**src/rtl/input_conditioner.sv**
```systemverilog
// Multi-channel conditioner for raw board inputs: polarity fix, 2-flop sync, debounce, edge pulses.
// Optional auto-repeat of rise pulses on held channels: define INPUT_CONDITIONER_AUTO_REPEAT_EN.
module input_conditioner #(
    parameter int unsigned       NUM_CH          = 16,
    parameter int unsigned       DEBOUNCE_CYCLES = 500000,
    parameter logic [NUM_CH-1:0] INVERT_MASK     = '0,
    parameter int unsigned       REPEAT_DELAY    = 25000000,
    parameter int unsigned       REPEAT_PERIOD   = 5000000
) (
    input  logic              CLK,
    input  logic              RESET,
    input  logic [NUM_CH-1:0] raw_in,
    output logic [NUM_CH-1:0] level,
    output logic [NUM_CH-1:0] rise,
    output logic [NUM_CH-1:0] fall,
    output logic              any_rise
);

    localparam int unsigned      CNT_W    = $clog2(DEBOUNCE_CYCLES + 1);
    localparam logic [CNT_W-1:0] CNT_LAST = CNT_W'(DEBOUNCE_CYCLES - 1);
    localparam logic [CNT_W-1:0] CNT_ONE  = CNT_W'(1);

`ifdef INPUT_CONDITIONER_AUTO_REPEAT_EN
    localparam int unsigned       REPEAT_MAX  = (REPEAT_DELAY > REPEAT_PERIOD) ? REPEAT_DELAY : REPEAT_PERIOD;
    localparam int unsigned       HOLD_W      = $clog2(REPEAT_MAX + 1);
    localparam logic [HOLD_W-1:0] DELAY_LAST  = HOLD_W'(REPEAT_DELAY - 1);
    localparam logic [HOLD_W-1:0] PERIOD_LAST = HOLD_W'(REPEAT_PERIOD - 1);
    localparam logic [HOLD_W-1:0] HOLD_ONE    = HOLD_W'(1);
`endif

    logic [NUM_CH-1:0] sync1_q;
    logic [NUM_CH-1:0] sync2_q;
    logic [NUM_CH-1:0] rise_d;
    logic              any_rise_q;

    // Polarity is normalised before the first flop so everything downstream is active-high.
    always_ff @(posedge CLK or negedge RESET) begin
        if (!RESET) begin
            sync1_q <= '0;
            sync2_q <= '0;
        end else begin
            sync1_q <= raw_in ^ INVERT_MASK;
            sync2_q <= sync1_q;
        end
    end

    genvar gi;
    for (gi = 0; gi < NUM_CH; gi++) begin : g_ch
        logic [CNT_W-1:0] cnt_q;
        logic [CNT_W-1:0] cnt_d;
        logic             lvl_q;
        logic             lvl_d;
        logic             rise_q;
        logic             fall_q;
        logic             pulse_d;

        // Any cycle that agrees with the current level restarts the stability count.
        always_comb begin
            cnt_d = cnt_q;
            lvl_d = lvl_q;
            if (sync2_q[gi] == lvl_q) begin
                cnt_d = '0;
            end else if (cnt_q == CNT_LAST) begin
                lvl_d = sync2_q[gi];
                cnt_d = '0;
            end else begin
                cnt_d = cnt_q + CNT_ONE;
            end
        end

        always_ff @(posedge CLK or negedge RESET) begin
            if (!RESET) begin
                cnt_q  <= '0;
                lvl_q  <= 1'b0;
                rise_q <= 1'b0;
                fall_q <= 1'b0;
            end else begin
                cnt_q  <= cnt_d;
                lvl_q  <= lvl_d;
                rise_q <= pulse_d;
                fall_q <= lvl_q & ~lvl_d;
            end
        end

`ifdef INPUT_CONDITIONER_AUTO_REPEAT_EN
        logic [HOLD_W-1:0] hold_q;
        logic [HOLD_W-1:0] hold_d;
        logic              repeating_q;
        logic              repeating_d;
        logic              repeat_fire;

        // Counts only while the level stays high across the edge, so a falling edge
        // both clears the counter and blocks a repeat landing on the fall cycle.
        always_comb begin
            hold_d      = hold_q;
            repeating_d = repeating_q;
            repeat_fire = 1'b0;
            if (!(lvl_q && lvl_d)) begin
                hold_d      = '0;
                repeating_d = 1'b0;
            end else if (hold_q == (repeating_q ? PERIOD_LAST : DELAY_LAST)) begin
                hold_d      = '0;
                repeating_d = 1'b1;
                repeat_fire = 1'b1;
            end else begin
                hold_d = hold_q + HOLD_ONE;
            end
        end

        always_ff @(posedge CLK or negedge RESET) begin
            if (!RESET) begin
                hold_q      <= '0;
                repeating_q <= 1'b0;
            end else begin
                hold_q      <= hold_d;
                repeating_q <= repeating_d;
            end
        end

        assign pulse_d = (lvl_d & ~lvl_q) | repeat_fire;
`else
        assign pulse_d = lvl_d & ~lvl_q;
`endif

        assign rise_d[gi] = pulse_d;
        assign level[gi]  = lvl_q;
        assign rise[gi]   = rise_q;
        assign fall[gi]   = fall_q;
    end

`ifndef INPUT_CONDITIONER_AUTO_REPEAT_EN
    // REPEAT_* are accepted for interface compatibility but have no effect in this build.
    if (REPEAT_DELAY == 0 || REPEAT_PERIOD == 0) begin : g_repeat_ignored
    end
`endif

    // Built from the same next-state as rise so both register on the same edge.
    always_ff @(posedge CLK or negedge RESET) begin
        if (!RESET) begin
            any_rise_q <= 1'b0;
        end else begin
            any_rise_q <= |rise_d;
        end
    end

    assign any_rise = any_rise_q;

endmodule
```
**config.mk**
```make
export PLATFORM = sky130hd
export DESIGN_NAME = input_conditioner
export DESIGN_NICKNAME = d
export VERILOG_FILES = /design/src/rtl/input_conditioner.sv
export SDC_FILE = /design/constraint.sdc
export NUM_CORES = 1
export LEC_CHECK = 0
export ABC_AREA = 1
export CORE_MARGIN = 2
export CORE_UTILIZATION = 25
export CTS_CLUSTER_DIAMETER = 60
export CTS_CLUSTER_SIZE = 10
export DETAILED_ROUTE_END_ITERATION = 16
export PLACE_DENSITY = 0.42
export REMOVE_ABC_BUFFERS = 1
export SYNTH_ARGS = -nofsm -noshare
export SYNTH_HDL_FRONTEND = slang
export SYNTH_SLANG_ARGS = --single-unit
```
**constraint.sdc**
```tcl
create_clock -name CLK -period 2.7 [get_ports CLK]
set_input_delay 0.54 -clock CLK [delete_from_list [all_inputs] [get_ports CLK]]
set_output_delay 0.54 -clock CLK [all_outputs]
set_load 0.03 [all_outputs]
```
Word level (Yosys, flattened, before mapping). Cells that the tools add are included. Widths: inputs -> output; s select.

Memories: 0. Latch bits: 0. Register bits: 385. Output and inout bits: 49. Memory bits (writable): 0. Bits in read-only memories: 0. Logic and storage cells: 244.

Reductions and logical operators: 1. Shift-type cells: 0. Divide/modulo/power cells: 0. Mux-type cells: 64. Add/sub/neg operators: 16. Multipliers: 0. Bitwise gates (word level): 64. Equal/unequal tests: 32. Order comparisons: 0.

Operators by type and width (number): $mux 19 (32); $add 19x1->19 const B (16); $eq 19x19->1 const B (16); $and 1x1->1 (32); $mux 1 (32); $not 1->1 (32); $eq 1x1->1 (16); $reduce_or 16->1 (1).

Depth between registers and ports, before layout. Gate-level depths: netlist of run 1.

Depth in word-level cells: 5. Depth in mapped cells: 11.

Worst setup path after synthesis of run 1. OpenSTA, ideal clock, no wires.

Kind: register to register. Start: register g_ch[3].cnt_q[0]. End: register g_ch[3].cnt_q[12]. Arrival time: 1.443 ns. Data required time: 2.568 ns. Setup time: 0.132 ns. Path slack: 1.125 ns. Cell stages (with the launch flop): 10. Path buffers: 0. Cells stage by stage: dfrtp_1 > ha_1 > nand3_2 > nor2_4 > nand2_4 > nor2_4 > nand3_2 > nor2_1 > xor2_1 > nor2_1.

Longest elaborated chain between the ends: 3. Elaborated cells on any way between the ends: 4. Those cells by class: 1 x add/sub; 1 x eq/ne; 2 x mux.

RTL lines: start, declared (line 49) `logic [CNT_W-1:0] cnt_q;`; start signal, assigned (line 78) `cnt_q <= cnt_d;`; $add 19x1->19 / $eq 19x19->1 (equally long branches) (line 67, 63); $mux 19 (*) (line 63) `end else if (cnt_q == CNT_LAST) begin`; $mux 19 (*) (line 61) `if (sync2_q[gi] == lvl_q) begin`; net g_ch[3].cnt_d[12] (line 50) `logic [CNT_W-1:0] cnt_d;`.

Mark *: on every way through the listed nets, which the timed path passes. The rest lies on a longest branch.

Worst setup path after layout of run 1.
Start: register g_ch[1].lvl_q. End: output port level[1].

RTL lines: start, declared (line 51) `logic lvl_q;`; start signal, assigned (line 79) `lvl_q <= lvl_d;`; end, declared (line 13) `output logic [NUM_CH-1:0] level,`.

No word-level cell between the ends.

==> impl_metrics.csv, run 1 <==
group,metric,value,unit
yosys,synth_compound_area_share,4.48,%
global_route,grt_pass1_wl,81.0,mm
yosys,synth-edff-count,0,
sta,fin_tns_setup,0,ns
yosys,ys_async_sr_fraction,100,%
setup_path,r2r_slack,0.78,ns
global_route,track_usage,11.5,%
layout,fin_nets,2622,
sta,tightest_slew,0.888,ns
power_and_ir_drop,ir_drop,0.444,mV
yosys,avgSynthCellArea,8.11,um2
sta,fin_skew,0.0406,ns
setup_path,cp-start-kind,"flop",
drt,avgViaCountPerCell,4.46,
status,status,"completed",
cts,clk_path_buf_depth,3,
sta,drv_slew,0,
power_and_ir_drop,powerDensity,538,nW/um2
layout,fin_util,29.3,%
drt,vias,16400,
global_route,antenna_found_initial,0,
setup_path,worst_ep_required_time,2.16,ns
power_and_ir_drop,netSwitchingPower,0.00296,W
setup_path,crit_buf_inv,1,
floorplanning,dieWidth,290,um
cts,cts_tree,"done",
drt,routed_wl,47.2,mm
floorplanning,io-pin-count,67,
layout,final_layout_size_suffix_gt1_share,8.42,%
sta,fin_crit_sh,85.7,%
sta,fmax,432,MHz
sta,hold_viol_final,0,
global_route,grt_pass1_vias,16400,
drt,drtIter0Drc,992,
layout,syn_to_final_growth,16.2,%
cts,htree_levels,2,
drt,wl_per_cell,12.8,um
floorplanning,core.rowCount,104,
cts,cts_setup_buffers,0,
cts,ctsResizeCount,0,
drt,ant_nets,0,
power_and_ir_drop,p_comb_share,3.3,%
floorplanning,die_area,83800,um2
yosys,synth-xor-area-share,5.02,%
global_route,overflow,0,
yosys,ys_seq_elements,385,
cts,clkTransAtPathRegs,0.06,ns
drt,drt_first_pass_iters,5,
yosys,yosysUniqueCellTypes,45,
sta,rsz0062_at_grt,"false",
layout,n_antenna_cell,0,
setup_path,path_max_fanout,3,
worst_hold_path,hold_class,"flop to flop",
cts,cts.sinks,385,
floorplanning,initial_utilization,25.3,%
setup_path,max_stage_delay,0.73,ns
global_route,grt_max_degree,79,
yosys,ys_seq_area_share,47.3,%
yosys,synth_top_family_by_area,"simple AND/OR/NAND/NOR gates",
placement,portBuffers,66,
power_and_ir_drop,pwr-share-seq,46.6,%
setup_path,crit_path_end_kind,"primary output",
setup_path,cpLargestDelayFamily,"buffers and inverters",
power_and_ir_drop,intPower,0.00977,W
sta,hold_slack,0.345,ns
power_and_ir_drop,p_leak,9.70,nW
setup_path,crit_type,"flop to primary output",
setup_path,critPathArrivalTime,1.77,ns
sta,max-slew-margin-rel,40.6,%
yosys,synthFlopType,"dfrtp_1",
drt,drc,0,
placement,dp_hpwl,34.1,mm
cts,cts_buffers,51,
yosys,synth_mux_area_share,0,%
yosys,synthSimpleGateAreaFrac,34.1,%
yosys,yosys_warnings,0,
power_and_ir_drop,clkPwrFrac,50.1,%
run,drv_cap,0,
floorplanning,core_area,80700,um2
floorplanning,die_y,290,um
cts,cts-root-buf,"clkbuf_16",
sta,min_period,2.31,ns
yosys,synth_fa_ha_area_share,0.982,%
placement,routabilityCongestion,0.845,
yosys,synth_cells,2514,
yosys,netlist_area,20400,um2
setup_path,cp_slowest_cell,"clkdlybuf4s50_1",
sta,setup_violations,0,
cts,clock_latency,0.60,ns
power_and_ir_drop,swShare,23.3,%
setup_path,path_cells,"clkdlybuf4s50_1",
## final timing paths
kind	endpoint	startpoint	depth (start not counted)
worst max-delay path	level[1]	g_ch[1].lvl_q$_DFF_PN0_	1
worst min-delay path	sync2_q[8]$_DFF_PN0_	sync1_q[8]$_DFF_PN0_	0
worst max register to register	g_ch[11].cnt_q[11]$_DFF_PN0_	g_ch[11].cnt_q[0]$_DFF_PN0_	8
worst min register to register	sync2_q[8]$_DFF_PN0_	sync1_q[8]$_DFF_PN0_	0
max in group asynchronous	g_ch[5].rise_q$_DFF_PN0_	RESET	4
min in group asynchronous	g_ch[1].cnt_q[1]$_DFF_PN0_	RESET	2
## per-layer routing
| metal | routed length [um] | track usage, % |
|---|---|---|
| met5 | 0 | 0 |
| met2 | 22000 | 19.1 |
| met3 | 1600 | 1.80 |
| met4 | 1230 | 3.71 |
| met1 | 22400 | 15.3 |
## per-stage QoR
step / area [um2] / worst slack, ns / power, W / cells
5_1_grt: 23700 / 0.291 / 0.0133 / 3673
3_5_place_dp: 22100 / 0.758 / 0.00647 / 3594
4_1_cts: 23700 / 0.309 / 0.0130 / 3673
3_3_place_gp: 22100 / 0.808 / 0.00646 / 3594
6_report: 23700 / 0.385 / 0.0127 / 3673
2_1_floorplan: 19900 / 0.932 / 0.00620 / 2448
## what timing repair did
item	in CTS	in global routing
hold buffers	1	0
hold endpoints to repair	35	0
endpoints found under the setup margin	0	0
## final cells by class
class,instances,area (um2)
Sequential cell,385,9630
Tap cell,1060,1330
Multi-Input combinational cell,1741,9090
Fill cell,8597,57000
Clock inverter,20,204
Inverter,322,1210
Clock buffer,58,1330
Timing Repair Buffer,87,876
## cell families (layout without fill, tap and decap cells)
family	after synthesis	count (layout)
AO/OA/AOI/OAI	152	152
buffers and inverters	388	487
AND/OR/NAND/NOR	1457	1457
XOR/XNOR	116	116
adder cells (fa/ha/maj)	16	16
flip-flops	385	385
## cells in the mapped netlist, drive strengths merged (35+ instances only)
library cell | count | share of area, %
nor2 | 537 | 11
nand2 | 392 | 7.6
dfrtp | 385 | 47
inv | 322 | 5.9
nand3 | 170 | 4.6
nor3 | 149 | 4.2
nand4 | 124 | 3.8
xor2 | 81 | 3.5
a21oi | 63 | 1.5
buf | 57 | 2.0
o21ai | 42 | 1.2
xnor2 | 35 | 1.5
## cells in the final DEF, fill, tap and decap left out, types with 25 or more instances in the layout
master           count
a21oi_1             63
clkbuf_16           52
nand3_1            157
clkdlybuf4s50_1     65
nor2_1             500
inv_1              317
nand4_1            124
xor2_1              81
dfrtp_1            385
nand2_1            373
xnor2_1             34
nor3_1             132
o21ai_0             34
nor3b_1             25
## flip-flops by register name, summed over array words and instances (netlist names)
register / cells
any_rise: 1
g_ch.cnt_q: 304
g_ch.fall_q: 16
g_ch.lvl_q: 16
g_ch.rise_q: 16
sync1_q: 16
sync2_q: 16
## power groups by stage
stage / logic [W] / registers (W) / clock network, W
global placement: 0.000438 / 0.00602 / 0
global route: 0.000498 / 0.00593 / 0.00688
finish: 0.000423 / 0.00592 / 0.00638
detailed placement: 0.000442 / 0.00603 / 0
floorplan: 0.000193 / 0.00601 / 0
CTS: 0.000446 / 0.00592 / 0.00667
Note: power is estimated with default switching activity, not from simulation.
==> run 2: changes to the inputs <==
HOLD_SLACK_MARGIN = 0.08   (was default)
==> results of run 2 <==
Final layout, timing and power as in run 1 (identical DEF).
